$ cat src/rtl/branch_pkg.sv
// Shared definitions for the branch resolve unit: funct3 encodings, default
// instruction length and the per-result flag bundle.
package branch_pkg;

  localparam logic [2:0] F3_BEQ  = 3'b000;
  localparam logic [2:0] F3_BNE  = 3'b001;
  localparam logic [2:0] F3_BLT  = 3'b100;
  localparam logic [2:0] F3_BGE  = 3'b101;
  localparam logic [2:0] F3_BLTU = 3'b110;
  localparam logic [2:0] F3_BGEU = 3'b111;

  localparam int BR_ILEN_BYTES = 4;

  // Address fields depend on XLEN, so the top composes them around these flags
  typedef struct packed {
    logic taken;
    logic mispredict;
    logic illegal;
  } br_flags_t;

endpackage

$ cat src/rtl/branch_cond_eval.sv
// Combinational evaluation of the RISC-V conditional-branch conditions.
// Drop-in replacement for the old standalone comparator.
module branch_cond_eval
  import branch_pkg::*;
#(
  parameter int XLEN = 32
) (
  input  logic [2:0]      i_funct3,
  input  logic [XLEN-1:0] i_op1,
  input  logic [XLEN-1:0] i_op2,
  output logic            o_taken,
  output logic            o_illegal
);

  logic w_eq;
  logic w_lt;
  logic w_ltu;

  assign w_eq  = (i_op1 == i_op2);
  assign w_lt  = ($signed(i_op1) < $signed(i_op2));
  assign w_ltu = (i_op1 < i_op2);

  // Encodings 010/011 are reserved: never taken, flagged illegal
  always_comb begin
    o_taken   = 1'b0;
    o_illegal = 1'b0;
    case (i_funct3)
      F3_BEQ:  o_taken = w_eq;
      F3_BNE:  o_taken = !w_eq;
      F3_BLT:  o_taken = w_lt;
      F3_BGE:  o_taken = !w_lt;
      F3_BLTU: o_taken = w_ltu;
      F3_BGEU: o_taken = !w_ltu;
      default: o_illegal = 1'b1;
    endcase
  end

endmodule

$ cat src/rtl/branch_resolve_unit.sv
// Registered branch resolution stage: condition, target, mispredict and
// redirect PC behind an elastic valid/ready register, plus saturating stats.
module branch_resolve_unit
  import branch_pkg::*;
#(
  parameter int XLEN       = 32,
  parameter int CNT_W      = 16,
  parameter int ILEN_BYTES = BR_ILEN_BYTES
) (
  input  logic             clk,
  input  logic             rst_n,
  input  logic             in_valid,
  output logic             in_ready,
  input  logic [2:0]       in_funct3,
  input  logic [XLEN-1:0]  in_op1,
  input  logic [XLEN-1:0]  in_op2,
  input  logic [XLEN-1:0]  in_pc,
  input  logic [XLEN-1:0]  in_imm,
  input  logic             in_pred_taken,
  output logic             out_valid,
  input  logic             out_ready,
  output logic             out_taken,
  output logic [XLEN-1:0]  out_target,
  output logic             out_mispredict,
  output logic [XLEN-1:0]  out_redirect_pc,
  output logic             out_illegal,
  input  logic             flush,
  input  logic             cnt_clr,
  output logic [CNT_W-1:0] cnt_branches,
  output logic [CNT_W-1:0] cnt_mispredicts
);

  typedef struct packed {
    br_flags_t       flags;
    logic [XLEN-1:0] target;
    logic [XLEN-1:0] redirectPc;
  } result_t;

  logic             r_valid;
  result_t          r_res;
  logic [CNT_W-1:0] r_cntBranches;
  logic [CNT_W-1:0] r_cntMispredicts;

  logic             w_taken;
  logic             w_illegal;
  logic             w_accept;
  logic [XLEN-1:0]  w_target;
  logic [XLEN-1:0]  w_fallThrough;
  result_t          w_next;

  branch_cond_eval #(.XLEN(XLEN)) u_cond (
    .i_funct3  (in_funct3),
    .i_op1     (in_op1),
    .i_op2     (in_op2),
    .o_taken   (w_taken),
    .o_illegal (w_illegal)
  );

  // Ready depends only on the output register so no path exists from in_valid
  assign in_ready = !r_valid || out_ready;
  assign w_accept = in_valid && in_ready && !flush;

  assign w_target      = in_pc + in_imm;
  assign w_fallThrough = in_pc + XLEN'(ILEN_BYTES);

  always_comb begin
    w_next                  = '0;
    w_next.flags.taken      = w_taken;
    w_next.flags.illegal    = w_illegal;
    w_next.flags.mispredict = (w_taken != in_pred_taken);
    w_next.target           = w_target;
    w_next.redirectPc       = w_taken ? w_target : w_fallThrough;
  end

  // Payload only loads on accept, which keeps it frozen under backpressure
  always_ff @(posedge clk) begin
    if (!rst_n) begin
      r_valid <= 1'b0;
      r_res   <= '0;
    end else if (flush) begin
      r_valid <= 1'b0;
    end else if (w_accept) begin
      r_valid <= 1'b1;
      r_res   <= w_next;
    end else if (out_ready) begin
      r_valid <= 1'b0;
    end
  end

  always_ff @(posedge clk) begin
    if (!rst_n || cnt_clr) begin
      r_cntBranches    <= '0;
      r_cntMispredicts <= '0;
    end else if (w_accept) begin
      if (r_cntBranches != {CNT_W{1'b1}})
        r_cntBranches <= r_cntBranches + CNT_W'(1);
      if (w_next.flags.mispredict && (r_cntMispredicts != {CNT_W{1'b1}}))
        r_cntMispredicts <= r_cntMispredicts + CNT_W'(1);
    end
  end

  assign out_valid       = r_valid;
  assign out_taken       = r_res.flags.taken;
  assign out_mispredict  = r_res.flags.mispredict;
  assign out_illegal     = r_res.flags.illegal;
  assign out_target      = r_res.target;
  assign out_redirect_pc = r_res.redirectPc;
  assign cnt_branches    = r_cntBranches;
  assign cnt_mispredicts = r_cntMispredicts;

endmodule

$ cat config.mk
export PLATFORM = sky130hd
export DESIGN_NAME = branch_resolve_unit
export DESIGN_NICKNAME = d
export VERILOG_FILES = /design/src/rtl/branch_pkg.sv /design/src/rtl/branch_cond_eval.sv /design/src/rtl/branch_resolve_unit.sv
export SDC_FILE = /design/constraint.sdc
export NUM_CORES = 1
export LEC_CHECK = 0
export CAP_MARGIN = 25
export CORE_UTILIZATION = 47
export CTS_CLUSTER_DIAMETER = 30
export DETAILED_ROUTE_END_ITERATION = 7
export HOLD_SLACK_MARGIN = 0.15
export PLACE_DENSITY = 0.86
export SLEW_MARGIN = 20
export SYNTH_ARGS = -nofsm -noshare
export SYNTH_HDL_FRONTEND = slang
export SYNTH_SLANG_ARGS = --single-unit
$ cat constraint.sdc
create_clock -name clk -period 4.2 [get_ports clk]
set_input_delay 0.63 -clock clk [delete_from_list [all_inputs] [get_ports clk]]
set_output_delay 0.63 -clock clk [all_outputs]
set_load 0.03 [all_outputs]
# ---- Word level (Yosys, flattened, before mapping)
# Index checks and enable logic that the tools add are counted.
dict set report totals {
  reg_bits 100
  in_bits 138
  out_inout_bits 101
  wordCells 48
}
dict set report classes {
  n_addsub 4
  magnitude_cmp 2
  eq_ne 9
  n_mux 5
  bitwise 2
  reduce_logical 18
}
# op count
set ops {}
lappend ops {{< comparator 32 bit} 2}
lappend ops {{adder 16 x 1 -> 16 bit, second input constant} 2}
lappend ops {{adder 32 x 3 -> 32 bit, second input constant} 1}
lappend ops {{adder 32 bit} 1}
lappend ops {{equality test 32 bit} 1}
lappend ops {{2-to-1 mux 32 bit} 1}
lappend ops {{!= test 16 bit, second input constant} 2}
lappend ops {{equality test 3 bit, second input constant} 4}
lappend ops {{logical NOT 1 bit} 6}
lappend ops {{one-hot mux 1 bit (6 select lines)} 1}
lappend ops {{AND reduction 2 bit} 3}
lappend ops {{OR reduction 6 bit} 1}
lappend ops {{equality test 3 x 1 -> 1 bit, second input constant} 1}
lappend ops {{logical AND 1 bit} 3}
lappend ops {{logical NOT 3 bit} 1}
lappend ops {{2-to-1 mux 1 bit} 3}
lappend ops {{logical OR 1 bit} 2}
lappend ops {{inverter 1 bit} 2}
lappend ops {{nonzero test 2 bit} 1}
lappend ops {{OR reduction 2 bit} 1}
lappend ops {{!= test 1 bit} 1}

# ---- Depth between registers and ports, before layout
dict set report logic_depth {
  word_depth 6
  depth_mapped 13
  ltp_nobuf 13
}

# ---- Cells and area by module
# From an unflattened synthesis, not the netlist that was laid out.
dict set report hier_totals {
  cells_unflattened 924
  hier_area_um2 7272.0
}
# module n_inst cells_per_inst area_each_um2 seq_area_each_um2
set by_module_without_submodules {}
lappend by_module_without_submodules {branch_resolve_unit 1 803 6401.1 2001.9}
lappend by_module_without_submodules {branch_cond_eval 1 121 870.8 0.0}

# ---- Worst setup path before layout
# Ideal clock, no wire load.
dict set report synth_timing {
  kind {input to register}
  from {input port in_op2[10]}
  to {register r_cntMispredicts[4], in the netlist cnt_mispredicts[4]}
  setup_ns 0.069
  arrival_ns 3.076
  required_ns 4.131
  setup_slack_ns 1.056
  cell_stages 11
  n_path_buf 0
  path_cell_list {inv_1 > ha_1 > nand4_1 > or4_1 > o221ai_1 > a21oi_1 > xnor2_1 > a21oi_4 > mux2_4 > or4_1 > o21ai_1}
}
dict set report synth_via {
  elab_chain_cells 6
  word_cells_on_any_way 10
  cone_classes {2 x order compare; 2 x eq/ne; 1 x mux; 5 x reduce/logical}
}
# element line
set synth_rtl {}
lappend synth_rtl {{from (decl)} branch_resolve_unit.sv:16} ;# input logic [XLEN-1:0] in_op2,
lappend synth_rtl {{< comparator 32 bit, or another cell as far along} branch_cond_eval.sv:21} ;# assign w_ltu = (i_op1 < i_op2);
lappend synth_rtl {{logical NOT 1 bit, on equally long branches} {branch_cond_eval.sv:33, branch_cond_eval.sv:29, branch_cond_eval.sv:31}}
lappend synth_rtl {{one-hot mux 1 bit (6 select lines) (*)} branch_cond_eval.sv:27} ;# case (i_funct3)
lappend synth_rtl {{!= test 1 bit (*)} branch_resolve_unit.sv:70} ;# w_next.flags.mispredict = (w_taken != in_pred_taken);
lappend synth_rtl {{logical AND 1 bit (*)} branch_resolve_unit.sv:97} ;# if (w_next.flags.mispredict && (r_cntMispredicts != {CNT_W{1'b1}}))
lappend synth_rtl {{AND reduction 2 bit (no line) (*)} n/a}
lappend synth_rtl {{to (signal assigned)} branch_resolve_unit.sv:98} ;# r_cntMispredicts <= r_cntMispredicts + CNT_W'(1);
lappend synth_rtl {{to (decl)} branch_resolve_unit.sv:42} ;# logic [CNT_W-1:0] r_cntMispredicts;
# Mark *: on every way between the ends. The rest lies on a longest branch, timed or not.
# A chain may end at the register's enable or synchronous reset.

# ---- Final worst setup path
dict set report layout_timing {
  from {input port in_pc[4]}
  to {register r_res (netlist bit out_redirect_pc[31])}
}
dict set report layout_via {
  elab_chain_cells 2
  word_cells_on_any_way 3
  cone_classes {2 x add/sub; 1 x mux}
}
# element line
set layout_rtl {}
lappend layout_rtl {{from (decl)} branch_resolve_unit.sv:17} ;# input logic [XLEN-1:0] in_pc,
lappend layout_rtl {{adder 32 x 3 -> 32 bit or adder 32 bit (tied branches)} {branch_resolve_unit.sv:64, branch_resolve_unit.sv:63}}
lappend layout_rtl {{2-to-1 mux 32 bit (*)} branch_resolve_unit.sv:72} ;# w_next.redirectPc = w_taken ? w_target : w_fallThrough;
lappend layout_rtl {{to (signal assigned)} branch_resolve_unit.sv:84} ;# r_res <= w_next;
lappend layout_rtl {{to (decl)} branch_resolve_unit.sv:40} ;# result_t r_res;
# Marks and branches as above.

==> run metrics <==
drt via density about 5.5; Hold Crit Endpoint out_redirect_pc[6]; status finished, final reports clean; WS Path Type in -> reg; synth unique cells between 50 and 60; Layout Area Growth over Synthesis 41.1%; R2R setup slack roughly 1700 ps; Hold Path Class reg -> reg; CP delay by family, top compound AO/OA/AOI/OAI gates; switch share approximately 34%; startpoint class of the critical path input pin; pin count of the biggest net entering global routing 63; total number of yosys warnings 0; row cnt between 40 and 50; reg-to-reg endpoint cnt_branches[15]; initial core utilization 47.8%; clock buffer depth 2; final net count approximately 1300; Post-CTS Setup Bufs 0; Hold Vio Cnt, Final 0; VDD IR max 0.188 mV; setup_tns 0 ps; cell repeated most along the worst path a41oi_1; cts bufs inserted 9; Pleak roughly 3.8 nW; Cell Chain, Critical Path clkdlybuf4s50_1 > ha_1 > nor2_1 > o21ai_0 > a21boi_1 > o31ai_1 > a41oi_1 > o21ai_1 > a41oi_1 > o21bai_1 > xnor2_1 > o221ai_1; Worst EP required about 4400 ps; Routability Congestion 0.909; GRT Util Overall between 20% and 30%; Overflow after GRT 0; Worst Path Max Fanout 6; Final Instance Area roughly 10000 um2; Clock Skews 6.65 ps; data arrival time of the critical path approximately 3900 ps; Die Area ~15000 um2; Comb pwr share 33.0%; Sequential Power Share around 37%; ys async rst share 0%; WHS Path Cells 2; Post-Synthesis Cells approximately 900; Max-cap violations 0; PD cells between 200 and 300 nW/um2; Worst Path Buf+Inv 1; CTS Root Cell clkbuf_16; CTS tree done; HPWL after DPL about 16 mm; first-pass GRT wire length around 32 mm; drt first pass iters 5; Via Count around 7300; vias in the first global route ~6600; max-slew violations 0; boundary pin count around 240; Non-Filler Instances about 1300; placed inst area around 9500 um2; Worst-path clk slew roughly 70 ps; IO buf count between 200 and 250; post-synthesis cell area between 6000 and 7000 um2; Avg WL per Cell around 16 um; Worst Setup End Kind flip-flop; DRC 0; Rel. slew slack between 50% and 60%; clock share of power between 20 and 30%; worst hold slack around 450 ps; post_cts resized 0; Final min period approximately 3700 ps; Synth Net Count about 1100; chip width roughly 120 um; ANT nets after route 0; cells on worst reg2reg path 11; total power draw between 2 and 3 mW; hold-fix buffers at CTS 0; # diodes 0; CP max stage delay approximately 520 ps; 1st-iter DRT viols 528; sequential share of the synthesized area between 20% and 30%; reg-to-reg startpoint cnt_branches[0]; H-tree Lvls 3; share of layout cells above drive strength 1 3.19%; Internal 1.84 mW; Psw roughly 930 uW; slowest stage cell, crit path clkdlybuf4s50_1; Synth Register Bits 100; critical path startpoint in_pc[4]; Post-synth EDFFs 0; Synth Flop Type dfxtp_1; synthesized area per cell approximately 7.7 um2; TritonCTS sink count 100; unrepaired setup endpoints after global routing no; period utilization slightly below 90%; initial antenna violation count 0; Peak Freq about 0.27 GHz; Core Region about 14000 um2; later-pin clock latency in the skew report 350 ps; setup violators final 0; Die Ht ~120 um; placed cell count roughly 1300; min-delay src out_redirect_pc[6]; Tightest Pin Transition slightly below 700 ps; final wirelength ~20 mm
how the worst max path moves through the flow:
stage | endpoint | slack (ps) | cells past startpoint
after CTS | out_redirect_pc[30] | 550 | 14
after global placement | out_redirect_pc[30] | 320 | 12
final | out_redirect_pc[31] | 520 | 12
after global routing | out_redirect_pc[31] | 300 | 12
after detailed placement | out_redirect_pc[30] | 250 | 14
after floorplan | cnt_mispredicts[4] | 1060 | 11
synthesized netlist by cell type, types with 3 or more instances:
master | number | area [um2]
or3_1 | 10 | 62.6
nor4_1 | 3 | 18.8
nand2b_1 | 3 | 18.8
o21ai_0 | 38 | 190
ha_1 | 66 | 826
xor2_1 | 41 | 359
o211ai_1 | 19 | 143
nor2b_1 | 6 | 37.5
or4_1 | 5 | 37.5
clkbuf_1 | 35 | 131
a221oi_1 | 3 | 26.3
nand4_1 | 21 | 131
or2_2 | 4 | 25.0
o21bai_1 | 7 | 52.6
mux2i_1 | 10 | 100
a211oi_1 | 13 | 97.6
and4_1 | 5 | 43.8
a21o_1 | 16 | 120
nand3_1 | 46 | 230
and3_1 | 12 | 75.1
nand3b_1 | 3 | 22.5
inv_1 | 52 | 195
dfxtp_1 | 100 | 2000
nand2_1 | 139 | 522
o221ai_1 | 6 | 52.6
a21oi_1 | 98 | 490
a31oi_1 | 4 | 25.0
xnor2_1 | 36 | 315
nor3_1 | 9 | 45.0
nor2_1 | 54 | 203
o21a_1 | 11 | 82.6
through the flow:
stage / util (%) / worst slack, ps
after floorplan: - / 1060
after global placement: 65.5 / 317
after detailed placement: 65.5 / 253
after CTS: 67.5 / 552
after global routing: 67.5 / 298
final: 67.5 / 518
flip-flops by register name, indices dropped and copies added (netlist names):
name	cells
cnt_branches	16
cnt_mispredicts	16
out_illegal	1
out_mispredict	1
out_redirect_pc	32
out_taken	1
out_target	32
out_valid	1
area by class of cell:
| class | count | area, um2 |
|---|---|---|
| clock buffers | 10 | 239 |
| multi-input cells | 712 | 4580 |
| clock inverters | 6 | 55.1 |
| flip-flops and latches | 100 | 2000 |
| inverters | 53 | 199 |
| fillers | 1164 | 4710 |
| repair buffers | 249 | 2460 |
| well taps | 184 | 230 |
layout by cell type, fill, tap and decap left out, types with 6 or more instances in the layout:
| cell | instances |
|---|---|
| clkdlybuf4s50_1 | 238 |
| nand2_1 | 139 |
| dfxtp_1 | 100 |
| a21oi_1 | 98 |
| ha_1 | 66 |
| nor2_1 | 54 |
| inv_1 | 52 |
| nand3_1 | 46 |
| xor2_1 | 41 |
| o21ai_0 | 38 |
| xnor2_1 | 36 |
| nand4_1 | 21 |
| o211ai_1 | 19 |
| a21o_1 | 16 |
| a211oi_1 | 13 |
| and3_1 | 12 |
| o21a_1 | 11 |
| buf_4 | 11 |
| mux2i_1 | 10 |
| or3_1 | 10 |
| nor3_1 | 9 |
| clkbuf_16 | 9 |
| o21bai_1 | 7 |
| nor2b_1 | 6 |
| o221ai_1 | 6 |
cells by family after synthesis:
logic type	after synthesis	synth area share (%)
adder cells (fa/ha/maj)	67	12.2
flip-flops	100	28.9
buffers and inverters	92	5.02
AND/OR/NAND/NOR	326	22.0
AO/OA/AOI/OAI	231	20.5
XOR/XNOR	77	9.73
multiplexers	11	1.66
layer usage:
metal / GRT usage (%) / wire [um] / part of all wire [%] / vias to the layer above
met2: 44.3 / 9440 / 46 / 286
met1: 33.4 / 8780 / 43 / 3305
li1: - / - / - / 3643
met5: 0 / 0 / 0 / -
met3: 4.34 / 1350 / 6.6 / 56
met4: 12.3 / 815 / 4.0 / 0
worst reg2reg max path: stages (launching register included):
cell and delay (ps):
dfxtp_1 350, ha_1 230, nand2_1 110, nor3_1 70, a21oi_1 140, buf_4 170, nand4_1 200, or2_2 390
nor3_1 320, nand3_1 150, xor2_1 170, nor2_1 50
power groups by stage:
stage	logic [mW]	registers (mW)	clock network [mW]
after global placement	0.893	1.05	0
final	0.915	1.03	0.829
after floorplan	0.435	1.14	0
after detailed placement	0.906	1.05	0
after global routing	0.995	1.03	0.883
after CTS	0.912	1.03	0.839
No activity file was read; power rests on OpenSTA's default activity.
==> RTL edit 1, RTL diff (same settings) <==
`XLEN` is set to 32 in 2 places; all go to 64.
--- a/src/rtl/branch_cond_eval.sv
+++ b/src/rtl/branch_cond_eval.sv
@@ -3,7 +3,7 @@
 module branch_cond_eval
   import branch_pkg::*;
 #(
-  parameter int XLEN = 32
+  parameter int XLEN = 64
 ) (
   input  logic [2:0]      i_funct3,
   input  logic [XLEN-1:0] i_op1,
--- a/src/rtl/branch_resolve_unit.sv
+++ b/src/rtl/branch_resolve_unit.sv
@@ -3,7 +3,7 @@
 module branch_resolve_unit
   import branch_pkg::*;
 #(
-  parameter int XLEN       = 32,
+  parameter int XLEN       = 64,
   parameter int CNT_W      = 16,
   parameter int ILEN_BYTES = BR_ILEN_BYTES
 ) (
Ports: changed (6 resized); port bits go from 239 to 431. No check against the original RTL was run, so the function may have changed too.
==> RTL edit 1 against the original RTL <==
Sequential power up 66%; die area rose by 91%; synthesized cell count increased by 99%; via count grew 120%; global-route usage rose by 10 points; largest power group is now combinational cells; sequential cell count grew 64; non-clock buffer count increased by 296; critical endpoint is now out_redirect_pc[59]; total power is 100% higher; sequential share of layout area fell by 3.5 points; cell area rose by 98%; clock power rose by 110%; synthesized area rose by 92%; setup slack got worse by 310 ps; wire length rose to 2.7 times the old value.
==> RTL edit 1: results <==
place:
  dp_slack_ps: -236
  dp_cells: 2629
  hpwl_mm: 43.4
  port_buffers: 430
  routabilityCongestion: 1.02
  dpl_cell_area_sq_um: 18700
yosys:
  synthTopCellsByArea: "dfxtp_1 (25%), ha_1 (12%), nand2_1 (6.9%), a21oi_1 (6.3%), xnor2_1 (5.7%)"
  seq_area_frac_synth_pct: 24.6
  ys_types: 74
  synthArstFlopShare_pct: 0
  ys_warn_count: 0
  syn_nets: 2193
  ys_top_cells_by_count: "nand2_1 (245), a21oi_1 (167), dfxtp_1 (164)"
  syn_area_per_cell_sq_um: 7.42
setup_path:
  slowest_delay_ps: 620
  rr_endpoint: "cnt_mispredicts[15]"
  rr_worst_depth: 8
  cp_slowest_cell: "a2111oi_0"
  reg2reg_from: "cnt_mispredicts[6]"
  r2r_slack_ps: 1630
  cp_data_arrival_time_ps: 4290
  critPathMaxFanout: 5
worst_hold_path:
  holdCritPathClass: "flip-flop to flip-flop"
  holdCritStartpoint: "out_target[12]"
  hold_depth: 2
  holdPathEnd: "out_target[12]"
clock_network:
  clk_pin_slew_ps: 80
  clk-insertion-delay-late_ps: 440
  ctsHoldBuffers: 0
  cts_buffers: 17
  root_buffer: "clkbuf_16"
  clockBufferDepth: 2
  ctsHtreeMaxLevel: 4
pwr:
  power_sequential_mw: 1.71
  cellLeakagePower_nw: 8.00
  p_comb_mw: 2.15
  internal-power_mw: 3.58
  power.share.sequential_pct: 30.6
  irDropWorstVdd_v: 0.000223
timing:
  whs_ps: 458
  fin_skew_ps: 13.8
  slew_headroom_pct: 45.7
grt:
  grt_pass1_vias: 15200
  grt_antenna_before_repair: 0
  grt_pass1_wl_mm: 82.7
  grt_max_degree: 117
  track_usage_pct: 36.7
route:
  postRouteWirelength_mm: 54.1
  vias: 15700
  first_pass_iters: 6
  wire_per_inst_um: 20.3
  drtIter0Drc: 1572
finish:
  drive_gt1_share_pct: 7.88
  fill_cells: 2317
  diodes: 0
  fin_nets: 2668
run_status:
  outcome: "finished, final reports clean"
-- RTL edit 1: worst max path at each step --
stage	startpoint	endpoint	slack, ps	cells past startpoint
2_1_floorplan	in_op2[14]	out_redirect_pc[42]	640	14
3_3_place_gp	in_op2[14]	out_redirect_pc[62]	-100	15
5_1_grt	in_op2[13]	out_redirect_pc[62]	60	15
3_5_place_dp	in_op1[31]	out_redirect_pc[62]	-240	14
6_report	in_pc[8]	out_redirect_pc[59]	210	15
4_1_cts	in_op1[31]	out_redirect_pc[62]	190	14
-- RTL edit 1: timing repair --
action                     in CTS  in global routing
buffers inserted                0                  0
setup endpoints to repair       0                  1
resized for setup               0                  1
-- RTL edit 1: kinds of logic (layout without fill, tap and decap cells) --
family	after synthesis	after routing	synth area share [%]
DFF	164	164	24.6
and+or+nand+nor	687	687	24.5
xor gates and xnor gates	127	127	8.35
AOI/OAI and AO/OA	458	458	21.1
muxes	46	46	3.49
adders and majority gates	131	131	12.4
buffers and inverters	183	671	5.53
-- RTL edit 1: critical path: cells and delay by family --
family | cells | cell delay (ps)
AOI/OAI and AO/OA | 8 | 1750
xor gates and xnor gates | 1 | 370
adders and majority gates | 1 | 410
buffers and inverters | 5 | 1110
-- RTL edit 1: final cells by class --
class	count	area (sq um)	share of cell area [%]
inverter	94	353	1.83
sequential	164	3280	17.0
clock buffer	17	425	2.20
timing repair buffer	545	5250	27.2
multi-input combinational	1449	9320	48.2
tap	378	473	2.45
clock inverter	15	209	1.08
-- RTL edit 1: metal layers --
metal	up-vias	share of wire (%)	global-route usage, %
met5	-	0	0
met4	0	3.4	14.3
met3	130	8.2	5.70
met2	864	47	61.6
met1	7358	42	46.9
li1	7385	-	-
==> RTL edit 2, RTL diff (same settings) <==
Without the edit above. Make the reset (`rst_n`) asynchronous in one clocked block.
--- a/src/rtl/branch_resolve_unit.sv
+++ b/src/rtl/branch_resolve_unit.sv
@@ -73,7 +73,7 @@
   end
 
   // Payload only loads on accept, which keeps it frozen under backpressure
-  always_ff @(posedge clk) begin
+  always_ff @(posedge clk or negedge rst_n) begin
     if (!rst_n) begin
       r_valid <= 1'b0;
       r_res   <= '0;
Check against the original RTL: differs if rst_n is asserted again (counterexample within 4 cycles, from zero or initial values and one cycle with rst_n low); with rst_n held inactive, the same outputs for 4 cycles.
==> RTL edit 2 against the original RTL <==
Sequential cell count did not move; core utilization grew 1.2 points; setup slack gained 170 ps; synthesized area is 4.5% higher; first-iteration DRC count shrank 23%; cell count decreased by 1.1%; cell area grew 3.7%; total power up 26%; wire length is 2.2% higher.
==> RTL edit 2: results <==
finish:
  drive_gt1_share_pct: 3.85
  utilization_pct: 68.7
  stdcell_count: 1300
place:
  dpl_cell_area_sq_um: 9820
  dp_slack_ps: 396
  routabilityCongestion: 0.919
yosys:
  synthArstFlopShare_pct: 68.0
  ys_top_cells_by_count: "nand2_1 (125), dfrtp_1 (68), a21oi_1 (66), ha_1 (66), o21ai_0 (60)"
  synthTopCellsByArea: "dfrtp_1 (24%), ha_1 (11%), dfxtp_1 (8.9%), nand2_1 (6.5%), xnor2_1 (4.6%)"
  synth-compound-area-share_pct: 18.1
  synthMuxAreaShare_pct: 3.22
  ys_types: 54
  syn_nets: 1084
  synthCells: 879
worst_hold_path:
  holdPathEnd: "out_target[3]"
timing:
  max_freq_mhz: 285
  whs_ps: 478
  tightest_slew_ps: 990
  fin_skew_ps: 9.58
grt:
  grt_max_degree: 67
  grt_pass1_wl_mm: 33.8
route:
  drtIter0Drc: 409
run_status:
  outcome: "finished, final reports clean"
setup_path:
  r2r_slack_ps: 1700
  rr_worst_depth: 9
  cp_data_arrival_time_ps: 3750
pwr:
  irDropWorstVdd_v: 0.000213
==> RTL edit 2: cell count changes in the layout (fill, tap and decap cells not counted), moves of 6 or more <==
| cell | delta |
|---|---|
| dfrtp_1 | +68 |
| dfxtp_1 | -68 |
| a21oi_1 | -32 |
| o21ai_0 | +22 |
| o211ai_1 | -15 |
| nand2_1 | -14 |
| mux2_2 | +10 |
| nand3_1 | -10 |
| a221o_1 | +8 |
| nor3_1 | +8 |
| o21a_1 | -7 |
| xor2_1 | -6 |
==> RTL edit 2: layout make-up <==
class                      count  share of cell area, %
timing repair buffer         249                   24.4
clock buffer                   9                   2.22
sequential                   100                   23.1
clock inverter                 7                  0.716
multi-input combinational    696                   45.3
tap                          184                   2.27
inverter                      55                   2.04
==> RTL edit 2: what timing repair did <==
action | 4_1_cts | 5_1_grt
setup endpoints to repair | 0 | 0
hold buffers | 1 | 0
endpoints found under the hold margin | 2 | 0
==> RTL edit 2: worst max path at each step <==
stage                          start                  end  depth (start not counted)
after floorplan           in_op2[23]  cnt_mispredicts[11]                         12
after global placement    in_op2[19]  cnt_mispredicts[15]                         13
after detailed placement  in_op2[19]  out_redirect_pc[28]                         13
after CTS                 in_op2[19]  cnt_mispredicts[15]                         13
after global routing        in_pc[0]  out_redirect_pc[30]                         13
final                       in_pc[0]  out_redirect_pc[30]                         13
==> RTL edit 2: worst reg2reg max path: stages (launching register included) <==
cell	delay, ps
dfxtp_1	360
and3_1	190
nand3_1	140
nor3_1	80
a21oi_1	510
nand3b_1	330
nor3_1	340
nand3_1	160
xor2_1	190
nor2_1	60
==> RTL edit 2: kinds of logic after synthesis <==
logic type / count (synthesis)
xor+xnor: 73
flops: 100
mux: 22
fa+ha+maj: 67
buf+inv: 83
compound gates: 210
simple gates: 324
==> RTL edit 2: layer usage <==
metal | GRT usage [%] | vias up | wire [um]
li1 | - | 3595 | -
met1 | 32.8 | 3367 | 8980
met4 | 10.3 | 0 | 659
met3 | 5.18 | 50 | 1350
met5 | 0 | - | 0
met2 | 45.7 | 286 | 9850
==> RTL edit 2: where the power goes <==
| group | total [mW] | internal [mW] | switching [mW] | leakage (nW) |
|---|---|---|---|---|
| logic | 1.46 | 0.637 | 0.819 | 3.13 |
| registers | 1.20 | 1.11 | 0.0905 | 1.10 |
| clock network | 0.837 | 0.419 | 0.417 | 0.148 |
